<file path="src/rtl/param_alu_tx_pkg.sv">
// Shared op codes, serializer state encoding and result sizing for param_alu_tx.
// Defining PARAM_ALU_TX_PARITY_EN adds an even-parity state to the UART frame.
package param_alu_tx_pkg;

    localparam logic [3:0] OP_ADD = 4'd0;
    localparam logic [3:0] OP_SUB = 4'd1;
    localparam logic [3:0] OP_MUL = 4'd2;
    localparam logic [3:0] OP_AND = 4'd3;
    localparam logic [3:0] OP_OR  = 4'd4;
    localparam logic [3:0] OP_XOR = 4'd5;
    localparam logic [3:0] OP_NOT = 4'd6;
    localparam logic [3:0] OP_SHL = 4'd7;
    localparam logic [3:0] OP_SHR = 4'd8;
    localparam logic [3:0] OP_CMP = 4'd9;
    localparam logic [3:0] OP_INC = 4'd10;
    localparam logic [3:0] OP_DEC = 4'd11;

`ifdef PARAM_ALU_TX_PARITY_EN
    typedef enum logic [2:0] {ST_IDLE, ST_START, ST_DATA, ST_PARITY, ST_STOP} ser_state_e;
`else
    typedef enum logic [2:0] {ST_IDLE, ST_START, ST_DATA, ST_STOP} ser_state_e;
`endif

    // Bytes needed to carry a 2*width-bit result.
    function automatic int unsigned num_bytes(input int unsigned width);
        return (2 * width + 7) / 8;
    endfunction

endpackage

</file>
<file path="src/rtl/param_alu_tx_if.sv">
// Operand/command inputs and UART/status outputs of param_alu_tx.
interface param_alu_tx_if #(
    parameter int unsigned WIDTH = 4
) ();
    logic             save_a_n;
    logic             save_b_n;
    logic [WIDTH-1:0] data_input;
    logic [3:0]       op_select;
    logic             start;
    logic             uart_txd;
    logic             uart_busy;
    logic             fifo_full;
    logic             overflow;

    modport master (
        output save_a_n, save_b_n, data_input, op_select, start,
        input  uart_txd, uart_busy, fifo_full, overflow
    );

    modport slave (
        input  save_a_n, save_b_n, data_input, op_select, start,
        output uart_txd, uart_busy, fifo_full, overflow
    );
endinterface

</file>
<file path="src/rtl/param_alu_tx_serializer.sv">
// UART serializer: pops FIFO entries and sends them LSB byte first, 8N1 frames
// (8E1 when PARAM_ALU_TX_PARITY_EN is defined), back to back with no idle gap.
module alu_uart_serializer
    import param_alu_tx_pkg::*;
#(
    parameter int unsigned WIDTH        = 4,
    parameter int unsigned CLKS_PER_BIT = 868
) (
    input  logic               clk,
    input  logic               reset,
    input  logic               fifo_empty,
    input  logic [2*WIDTH-1:0] fifo_head,
    output logic               pop_c,
    output logic               active_d_c,
    output logic               txd
);
    localparam int unsigned NB     = num_bytes(WIDTH);
    localparam int unsigned SH_W   = NB * 8;
    localparam int unsigned BAUD_W = $clog2(CLKS_PER_BIT);
    localparam int unsigned BYTE_W = (NB > 1) ? $clog2(NB) : 1;
    localparam logic [BAUD_W-1:0] BAUD_LAST = BAUD_W'(CLKS_PER_BIT - 1);
    localparam logic [BYTE_W-1:0] BYTE_LAST = BYTE_W'(NB - 1);

    ser_state_e        state_q, state_d;
    logic [BAUD_W-1:0] baud_q, baud_d;
    logic [2:0]        bit_q, bit_d;
    logic [BYTE_W-1:0] byte_q, byte_d;
    logic [SH_W-1:0]   shreg_q, shreg_d;
    logic              parity_q, parity_d;
    logic              txd_q, txd_d;
    logic              bit_done_c;

    assign bit_done_c = (baud_q == BAUD_LAST);

    // txd_d always reflects the level of the state being entered.
    always_comb begin
        state_d  = state_q;
        baud_d   = baud_q;
        bit_d    = bit_q;
        byte_d   = byte_q;
        shreg_d  = shreg_q;
        parity_d = parity_q;
        txd_d    = txd_q;
        pop_c    = 1'b0;

        if (state_q != ST_IDLE) begin
            baud_d = bit_done_c ? '0 : baud_q + BAUD_W'(1);
        end

        case (state_q)
            ST_IDLE: begin
                if (!fifo_empty) begin
                    pop_c    = 1'b1;
                    shreg_d  = SH_W'(fifo_head);
                    byte_d   = '0;
                    parity_d = 1'b0;
                    state_d  = ST_START;
                    txd_d    = 1'b0;
                end
            end
            ST_START: begin
                if (bit_done_c) begin
                    state_d = ST_DATA;
                    bit_d   = '0;
                    txd_d   = shreg_q[0];
                end
            end
            ST_DATA: begin
                if (bit_done_c) begin
                    shreg_d  = shreg_q >> 1;
                    parity_d = parity_q ^ shreg_q[0];
                    if (bit_q == 3'd7) begin
`ifdef PARAM_ALU_TX_PARITY_EN
                        state_d = ST_PARITY;
                        txd_d   = parity_q ^ shreg_q[0];
`else
                        state_d = ST_STOP;
                        txd_d   = 1'b1;
`endif
                    end else begin
                        bit_d = bit_q + 3'd1;
                        txd_d = shreg_q[1];
                    end
                end
            end
`ifdef PARAM_ALU_TX_PARITY_EN
            ST_PARITY: begin
                if (bit_done_c) begin
                    state_d = ST_STOP;
                    txd_d   = 1'b1;
                end
            end
`endif
            ST_STOP: begin
                if (bit_done_c) begin
                    if (byte_q != BYTE_LAST) begin
                        byte_d   = byte_q + BYTE_W'(1);
                        parity_d = 1'b0;
                        state_d  = ST_START;
                        txd_d    = 1'b0;
                    end else if (!fifo_empty) begin
                        pop_c    = 1'b1;
                        shreg_d  = SH_W'(fifo_head);
                        byte_d   = '0;
                        parity_d = 1'b0;
                        state_d  = ST_START;
                        txd_d    = 1'b0;
                    end else begin
                        state_d = ST_IDLE;
                        txd_d   = 1'b1;
                    end
                end
            end
            default: begin
                state_d = ST_IDLE;
                txd_d   = 1'b1;
            end
        endcase
    end

    assign active_d_c = (state_d != ST_IDLE);
    assign txd        = txd_q;

    always_ff @(posedge clk) begin
        if (reset) begin
            state_q  <= ST_IDLE;
            baud_q   <= '0;
            bit_q    <= '0;
            byte_q   <= '0;
            shreg_q  <= '0;
            parity_q <= 1'b0;
            txd_q    <= 1'b1;
        end else begin
            state_q  <= state_d;
            baud_q   <= baud_d;
            bit_q    <= bit_d;
            byte_q   <= byte_d;
            shreg_q  <= shreg_d;
            parity_q <= parity_d;
            txd_q    <= txd_d;
        end
    end

endmodule

</file>
<file path="src/rtl/param_alu_tx.sv">
// Operand registers, ALU and result FIFO feeding a UART serializer.
// PARAM_ALU_TX_PARITY_EN (optional) enables an even-parity bit per byte.
module param_alu_tx
    import param_alu_tx_pkg::*;
#(
    parameter int unsigned WIDTH        = 4,
    parameter int unsigned FIFO_DEPTH   = 4,
    parameter int unsigned CLKS_PER_BIT = 868
) (
    input  logic          clk,
    input  logic          reset,
    param_alu_tx_if.slave bus
);
    localparam int unsigned RES_W = 2 * WIDTH;
    localparam int unsigned EXT_W = WIDTH + 1;
    localparam int unsigned PTR_W = $clog2(FIFO_DEPTH);
    localparam int unsigned CNT_W = PTR_W + 1;
    localparam logic [CNT_W-1:0] CNT_FULL = CNT_W'(FIFO_DEPTH);

    logic [WIDTH-1:0] a_q, a_d, b_q, b_d;
    logic [EXT_W-1:0] diff_c, inc_c, dec_c;
    logic [WIDTH-1:0] not_c, shl_c, shr_c;
    logic [RES_W-1:0] result_c;
    logic [RES_W-1:0] mem_q [FIFO_DEPTH];
    logic [PTR_W-1:0] wr_ptr_q, wr_ptr_d, rd_ptr_q, rd_ptr_d;
    logic [CNT_W-1:0] count_q, count_d;
    logic             full_q, full_d, overflow_q, overflow_d, busy_q, busy_d;
    logic             push_c, pop_c, fifo_empty_c, ser_active_d_c, txd;

    // The ALU sees the operands before any same-cycle save.
    always_comb begin
        a_d    = bus.save_a_n ? a_q : bus.data_input;
        b_d    = bus.save_b_n ? b_q : bus.data_input;
        diff_c = {1'b0, a_q} - {1'b0, b_q};
        inc_c  = {1'b0, a_q} + EXT_W'(1);
        dec_c  = {1'b0, a_q} - EXT_W'(1);
        not_c  = ~a_q;
        shl_c  = a_q << b_q;
        shr_c  = a_q >> b_q;
        result_c = '0;
        case (bus.op_select)
            OP_ADD:  result_c = RES_W'(a_q) + RES_W'(b_q);
            OP_SUB:  result_c = RES_W'(diff_c);
            OP_MUL:  result_c = RES_W'(a_q) * RES_W'(b_q);
            OP_AND:  result_c = RES_W'(a_q & b_q);
            OP_OR:   result_c = RES_W'(a_q | b_q);
            OP_XOR:  result_c = RES_W'(a_q ^ b_q);
            OP_NOT:  result_c = RES_W'(not_c);
            OP_SHL:  result_c = RES_W'(shl_c);
            OP_SHR:  result_c = RES_W'(shr_c);
            OP_CMP:  result_c = RES_W'({a_q > b_q, a_q == b_q, a_q < b_q});
            OP_INC:  result_c = RES_W'(inc_c);
            OP_DEC:  result_c = RES_W'(dec_c);
            default: result_c = '0;
        endcase
    end

    // Fullness uses the pre-pop count, so a same-cycle pop never rescues a start.
    always_comb begin
        fifo_empty_c = (count_q == '0);
        push_c       = bus.start && (count_q != CNT_FULL);
        wr_ptr_d     = push_c ? wr_ptr_q + PTR_W'(1) : wr_ptr_q;
        rd_ptr_d     = pop_c ? rd_ptr_q + PTR_W'(1) : rd_ptr_q;
        count_d      = count_q + CNT_W'(push_c) - CNT_W'(pop_c);
        full_d       = (count_d == CNT_FULL);
        overflow_d   = overflow_q | (bus.start & ~push_c);
        busy_d       = ser_active_d_c | (count_d != '0);
    end

    alu_uart_serializer #(
        .WIDTH        (WIDTH),
        .CLKS_PER_BIT (CLKS_PER_BIT)
    ) u_ser (
        .clk        (clk),
        .reset      (reset),
        .fifo_empty (fifo_empty_c),
        .fifo_head  (mem_q[rd_ptr_q]),
        .pop_c      (pop_c),
        .active_d_c (ser_active_d_c),
        .txd        (txd)
    );

    always_ff @(posedge clk) begin
        if (push_c) begin
            mem_q[wr_ptr_q] <= result_c;
        end
    end

    always_ff @(posedge clk) begin
        if (reset) begin
            a_q        <= '0;
            b_q        <= '0;
            wr_ptr_q   <= '0;
            rd_ptr_q   <= '0;
            count_q    <= '0;
            full_q     <= 1'b0;
            overflow_q <= 1'b0;
            busy_q     <= 1'b0;
        end else begin
            a_q        <= a_d;
            b_q        <= b_d;
            wr_ptr_q   <= wr_ptr_d;
            rd_ptr_q   <= rd_ptr_d;
            count_q    <= count_d;
            full_q     <= full_d;
            overflow_q <= overflow_d;
            busy_q     <= busy_d;
        end
    end

    assign bus.uart_txd  = txd;
    assign bus.uart_busy = busy_q;
    assign bus.fifo_full = full_q;
    assign bus.overflow  = overflow_q;

endmodule

</file>
<file path="src/flat_wrapper.sv">
// flat-port wrapper written by rule: the top's interface ports become plain ports
module param_alu_tx_flat import param_alu_tx_pkg::*;
#(
    parameter int unsigned WIDTH        = 4,
    parameter int unsigned FIFO_DEPTH   = 4,
    parameter int unsigned CLKS_PER_BIT = 868
)
  (clk, reset, bus_save_a_n, bus_save_b_n, bus_data_input, bus_op_select, bus_start, bus_uart_txd, bus_uart_busy, bus_fifo_full, bus_overflow);
  param_alu_tx_if #(.WIDTH(WIDTH)) bus_i ();
  input  logic clk;
  input  logic reset;
  input wire logic [$bits(bus_i.save_a_n)-1:0] bus_save_a_n;
  input wire logic [$bits(bus_i.save_b_n)-1:0] bus_save_b_n;
  input wire logic [$bits(bus_i.data_input)-1:0] bus_data_input;
  input wire logic [$bits(bus_i.op_select)-1:0] bus_op_select;
  input wire logic [$bits(bus_i.start)-1:0] bus_start;
  output wire logic [$bits(bus_i.uart_txd)-1:0] bus_uart_txd;
  output wire logic [$bits(bus_i.uart_busy)-1:0] bus_uart_busy;
  output wire logic [$bits(bus_i.fifo_full)-1:0] bus_fifo_full;
  output wire logic [$bits(bus_i.overflow)-1:0] bus_overflow;
  assign bus_i.save_a_n = bus_save_a_n;
  assign bus_i.save_b_n = bus_save_b_n;
  assign bus_i.data_input = bus_data_input;
  assign bus_i.op_select = bus_op_select;
  assign bus_i.start = bus_start;
  assign bus_uart_txd = bus_i.uart_txd;
  assign bus_uart_busy = bus_i.uart_busy;
  assign bus_fifo_full = bus_i.fifo_full;
  assign bus_overflow = bus_i.overflow;
  param_alu_tx #(.WIDTH(WIDTH), .FIFO_DEPTH(FIFO_DEPTH), .CLKS_PER_BIT(CLKS_PER_BIT)) u_core (.clk(clk), .reset(reset), .bus(bus_i));
endmodule
</file>
<file path="config.mk">
export PLATFORM = sky130hd
export DESIGN_NAME = param_alu_tx_flat
export DESIGN_NICKNAME = d
export VERILOG_FILES = /design/src/rtl/param_alu_tx_pkg.sv /design/src/rtl/param_alu_tx_if.sv /design/src/rtl/param_alu_tx_serializer.sv /design/src/rtl/param_alu_tx.sv /design/src/flat_wrapper.sv
export SDC_FILE = /design/constraint.sdc
export NUM_CORES = 1
export LEC_CHECK = 0
export ABC_AREA = 1
export BUFFER_PORTS_ARGS = -buffer_cell sky130_fd_sc_hd__buf_2
export CAP_MARGIN = 0
export CELL_PAD_IN_SITES_DETAIL_PLACEMENT = 0
export CELL_PAD_IN_SITES_GLOBAL_PLACEMENT = 2
export CORE_MARGIN = 3
export CORE_UTILIZATION = 39
export CTS_CLUSTER_SIZE = 16
export DETAILED_ROUTE_END_ITERATION = 16
export GPL_TIMING_DRIVEN = 0
export PLACE_DENSITY_LB_ADDON = 0.2
export SLEW_MARGIN = 40
export SYNTH_ARGS = -nofsm -noshare
export SYNTH_HDL_FRONTEND = slang
export SYNTH_SLANG_ARGS = --single-unit
</file>
<file path="constraint.sdc">
create_clock -name clk -period 5.8 [get_ports clk]
set_input_delay 0.58 -clock clk [delete_from_list [all_inputs] [get_ports clk]]
set_output_delay 0.58 -clock clk [all_outputs]
set_load 0.02 [all_outputs]
</file>
### Word-level counts from Yosys, hierarchy flattened

Memories as Yosys holds them, arrays and structs flattened. A register that Yosys moved wholly into a read port is not among the register bits.
Cells that the tools add are included.

* flip-flop bits (word level): 44
* input port bits: 13
* bits in writable memories: 32
* output and inout port bits: 4
* memories kept: 1
* word-level logic and storage cells: 116

Memory list
* u_core.mem_q: depth 4, bits a word 8, rd ports 1, clocked after Yosys merged registers in 1, wr ports 1, line param_alu_tx.sv:24 `logic [RES_W-1:0] mem_q [FIFO_DEPTH];`

* order comparisons: 2
* $mul: 1
* muxes and demuxes: 38
* shift operators: 2
* add/sub/neg operators: 11
* equality and inequality tests: 25
* reduce and logical (&&, ||, !) cells: 14
* bitwise operators: 8

Operators by type and width (count)
* 8-bit case mux with 12 select lines: 1
* 8-bit 2-to-1 mux: 4
* 3-bit 2-to-1 mux: 8
* 8-bit case mux with 3 select lines: 1
* 4-bit by 3-bit == test with 1-bit output (second input constant): 4
* 4-bit == test (second input constant): 4
* 1-bit 2-to-1 mux: 16
* 2-bit inequality test (second input constant): 6
* 3-bit case mux with 4 select lines: 1
* 4-bit AND reduction: 3
* 3-bit nonzero test: 4
* 10-bit by 1-bit adder with 10-bit output (second input constant): 1
* 10-bit == test (second input constant): 1
* 10-bit 2-to-1 mux: 1
* 4-bit by 2-bit == test with 1-bit output (second input constant): 2
* 4-bit by 4-bit multiplier with 8-bit output: 1
* 3-bit by 2-bit == test with 1-bit output (second input constant): 2
* 3-bit == test (second input constant): 2
* 3-bit logical NOT: 2
* 3-bit case mux with 2 select lines: 1
* 4-bit by 1-bit adder with 5-bit output (second input constant): 1
* 4-bit by 4-bit adder with 5-bit output: 1
* 4-bit by 1-bit subtractor with 5-bit output (second input constant): 1
* 4-bit by 4-bit subtractor with 5-bit output: 1
* other kinds (27): 32

### Depth between registers and ports, before layout

* word-level depth: 8
* gate-level depth with buffers: 16
* mapped depth without buffers: 16

### By module

Synthesis repeated with hierarchy kept, for this count alone.

* cells, all modules: 637
* area total of the unflattened synthesis: 4835.9 sq um

By module, submodules not included
* param_alu_tx: times used 1, sequential area each 1361.3 sq um, cells an instance 436, area an instance 3482.1 sq um
* alu_uart_serializer: times used 1, sequential area each 500.5 sq um, cells an instance 201, area an instance 1353.8 sq um

### Least setup slack after synthesis

Ideal clock, no wire load.

* path type: reg-to-reg
* start point: reg u_core.a_q[1]
* end point: mem u_core.mem_q[0][3] in the netlist's numbering, data pin
* cell stages (with the launch flop): 12
* required time: 5534 ps
* buffers on the path: 0
* period minus slack after synthesis: 2866 ps
* data arrival time: 2600 ps
* setup time: 266 ps
* slack: 2934 ps
* cell sequence: dfxtp_1 -> nand2_1 -> fa_1 -> inv_1 -> fa_1 -> inv_1 -> fa_1 -> nor2_1 -> nor3_1 -> nand2_1 -> nor2_1 -> nand2_1

* longest elaborated chain between the ends: 2
* elaborated cells between the ends (all ways): 8
* classes of those cells: add/sub: 4; mul: 1; shift: 2; mux: 1

Ends and longest elaborated chain
* start: declaration: line param_alu_tx.sv:20 `logic [WIDTH-1:0] a_q, a_d, b_q, b_d;`
* start signal: assignment: line param_alu_tx.sv:91 `a_q <= '0;`
* start signal: assignment: line param_alu_tx.sv:100 `a_q <= a_d;`
* 4-bit by 4-bit multiplier with 8-bit output, or another cell as far along: line param_alu_tx.sv:44 `OP_MUL: result_c = RES_W'(a_q) * RES_W'(b_q);`
* 8-bit case mux with 12 select lines (*): line param_alu_tx.sv:41 `case (bus.op_select)`
* via u_core.result_c[3]: line param_alu_tx.sv:23 `logic [RES_W-1:0] result_c;`
* end: declaration: line param_alu_tx.sv:24

Mark *: on every way through the listed nets, which the timed path passes. The rest lies on a longest branch.

### Worst setup path after layout

* start point: reg u_core.b_q[1]
* end point: mem u_core.mem_q[2][4] in the netlist's numbering, data pin

* longest elaborated chain between the ends: 2
* elaborated cells between the ends (all ways): 4
* classes of those cells: add/sub: 2; mul: 1; mux: 1

Ends and longest elaborated chain
* start: declaration: line param_alu_tx.sv:20
* start signal: assignment: line param_alu_tx.sv:92 `b_q <= '0;`
* start signal: assignment: line param_alu_tx.sv:101 `b_q <= b_d;`
* 4-bit by 4-bit multiplier with 8-bit output, or another cell as far along: line param_alu_tx.sv:44
* 8-bit case mux with 12 select lines (*): line param_alu_tx.sv:41
* via u_core.result_c[4]: line param_alu_tx.sv:23

Marked as above.

==> results.cfg <==
[timing]
worst_pin_slew_ps = 722
setup_viol = 0
hold_viol = 0
fmaxAchievable_mhz = 288
fin_tns_setup_ps = 0
rsz0062_at_grt = false
slew_violations = 0
setup_ws_ps = 2330
period_share_pct = 59.9
finalCriticalPeriod_ps = 3470
fin_skew_ps = 6.67
slew_headroom_pct = 51.4

[global_route]
grt_pass1_vias = 4101
grt_max_degree = 13
grt_antenna_before_repair = 0
grt_first_pass_wirelength_um = 19500
overflow = 0
grt_usage_pct = 18.5

[synth]
synth_area_um2 = 4790
synth_warnings = 0
syn_inst = 653
syn-num-nets = 711
synth_top_cell_by_area = edfxtp_1
synth-seq-cells = 77
synth_cell_types = 38
synth.top_cell.area_share_pct = 20.1
yosys-top-cells-area = edfxtp_1, dfxtp_1, nand2_1, ha_1, nor2_1
synth_area_per_cell_um2 = 7.34
yosysSeqAreaShare_pct = 38.9

[cells_and_area]
syn_to_final_growth_pct = 10.7
finalCoreUtilization_pct = 45.3
antenna_cells = 0
final_nets = 738
drive_gt1_share_pct = 7.30
num-fill-cells = 1238

[power_and_ir_drop]
leakage_nw = 2.51
p_int_mw = 1.07
combPwrFrac_pct = 25.9
peakVddDrop_uv = 131
clkPwrFrac_pct = 30.8
finalPower_mw = 1.58
power_per_cell_area_nw_per_um2 = 298
pwr-share-seq_pct = 43.3
p_switching_mw = 0.515
swShare_pct = 32.5

[run]
timing.max_cap.violations = 0

[clock_network]
htreeDepth = 3
ctsResizeCount = 0
cts_root_buf = clkbuf_16
numClockSinks = 77
clk_latency_ps = 330
post-cts-setup-buffer-count = 0
clk_pin_slew_ps = 50
cts_made_buffers = 9
cts_hold_buffers = 0
clockBufferDepth = 2
cts_tree = done

[die]
dieArea_um2 = 13700
core.rowCount = 39
pin_count = 17
core_region_area_um2 = 11700
die_h_um = 117
start_util_pct = 40.9
die_w_um = 117

[worst_setup_path]
crit_type = reg -> reg
endpoint_kind = flip-flop
r2r_start = u_core.b_q[1]
critical_path_required_ps = 5820
critPathLaunch = u_core.b_q[1]
start_kind = flip-flop
crit_arrival_ps = 3500
cp_max_fo = 12

[detailed_routing]
wl_per_cell_um = 13.9
drcViolationCount = 0
viasPerCell = 4.92
routed_wl_um = 11500
drt_iter0_markers = 234
vias = 4074
first_pass_iters = 4
ant_nets = 0

[placed_design]
pre_cts_ws_ps = 2310
dp_hpwl_um = 8870
port_buffers = 16
globalplace.congestion = 0.847

[worst_hold_path]
hold_class = reg -> reg
min_from = u_core.bus.overflow

[outcome]
status = completed
[cell usage in the layout, fill, tap and decap left out, types with 2 or more instances in the layout]
cell type  count
nand2_2        3
edfxtp_1      32
inv_1         90
clkinv_1       4
clkbuf_16      9
nor2_1       102
clkbuf_1       7
nor2_2         4
a21oi_1       31
fa_1           7
o21a_1         2
xor2_1         4
inv_2          6
nand4_1        7
dfxtp_1       45
buf_2         21
o211ai_1       2
nand3_1       36
nand2_1      151
ha_1          38
o21ai_0       47
o21ai_1       10
nor3_1        10
[logic make-up (layout without fill, tap and decap cells)]
logic type	Yosys count	in the layout	share of synthesized area [%]
compound gates	98	98	11.0
xor+xnor	5	5	0.914
buf+inv	107	139	8.67
simple gates	320	320	27.7
flops	77	77	38.9
other cells	1	1	0.0783
fa+ha+maj	45	45	12.8
[power by group through the flow]
stage                     Clock, mW  Combinational, mW  Sequential [mW]
after floorplan                   0              0.296            0.695
after global placement            0              0.403            0.694
after detailed placement          0              0.412            0.697
after CTS                     0.501              0.415            0.686
after global routing          0.529              0.478            0.693
final                         0.488              0.410            0.685
[worst paths after layout]
| path | to | slack [ps] | depth (start not counted) |
|---|---|---|---|
| max reg2reg | u_core.mem_q[2][4] | 2330 | 12 |
| min reg2reg | u_core.bus.overflow | 440 | 2 |
| min | u_core.bus.overflow | 440 | 2 |
| max | u_core.mem_q[2][4] | 2330 | 12 |
[synth_stat cells, drive strengths merged]
| master | count |
|---|---|
| a211oi | 1 |
| a21oi | 32 |
| buf | 6 |
| clkbuf | 3 |
| clkinv | 2 |
| conb | 1 |
| dfxtp | 45 |
| edfxtp | 32 |
| fa | 7 |
| ha | 38 |
| inv | 96 |
| nand2 | 155 |
| nand3 | 36 |
| nand3b | 1 |
| nand4 | 7 |
| nor2 | 107 |
| nor3 | 11 |
| nor3b | 1 |
| o211a | 1 |
| o211ai | 2 |
| o21a | 2 |
| o21ai | 57 |
| o21bai | 1 |
| o22ai | 1 |
| o31ai | 1 |
| or2 | 2 |
| xnor2 | 1 |
| xor2 | 4 |
[state kept, by name, indices dropped and copies added, names as in the netlist, named ones only]
signal,count
u_core.a_q,4
u_core.b_q,4
u_core.bus.fifo_full,1
u_core.bus.overflow,1
u_core.bus.uart_busy,1
u_core.count_q,3
u_core.mem_q,32
u_core.rd_ptr_q,2
u_core.u_ser.baud_q,10
u_core.u_ser.bit_q,3
u_core.u_ser.shreg_q,8
u_core.u_ser.state_q,3
u_core.u_ser.txd,1
u_core.wr_ptr_q,2
[critical path: stages, from the launching register on]
cell,delay (ps)
dfxtp_1,540
clkinv_1,480
ha_1,440
o21ai_0,240
inv_1,90
fa_1,380
inv_1,70
nand2_1,70
nand2_1,70
a21oi_1,80
nand3_1,70
nand2_1,40
o21ai_0,590
[cell type report]
class,instances,area [um2],share of cell area (%)
clock inverter,3,12.5,0.236
buffer,9,47.5,0.896
clock buffer,13,240,4.53
timing repair buffer,16,80.1,1.51
tap,143,179,3.37
multi-input combinational,469,2520,47.4
inverter,98,368,6.93
sequential,77,1860,35.1
[per-layer routing]
metal	vias to the layer above	GRT usage, %	share of wire (%)
met5	-	0	0
met4	0	6.73	1.3
met3	8	2.62	2.0
met2	40	33.9	52
met1	1872	21.8	45
li1	2154	-	-
[stage by stage]
step	hold WS (ps)	cells	area, um2
detailed placement	438	812	5050
floorplan	452	653	4790
finish	442	828	5310
global placement	437	812	5050
CTS	428	828	5300
global route	428	828	5310
Power figures use the tool's default switching activity.
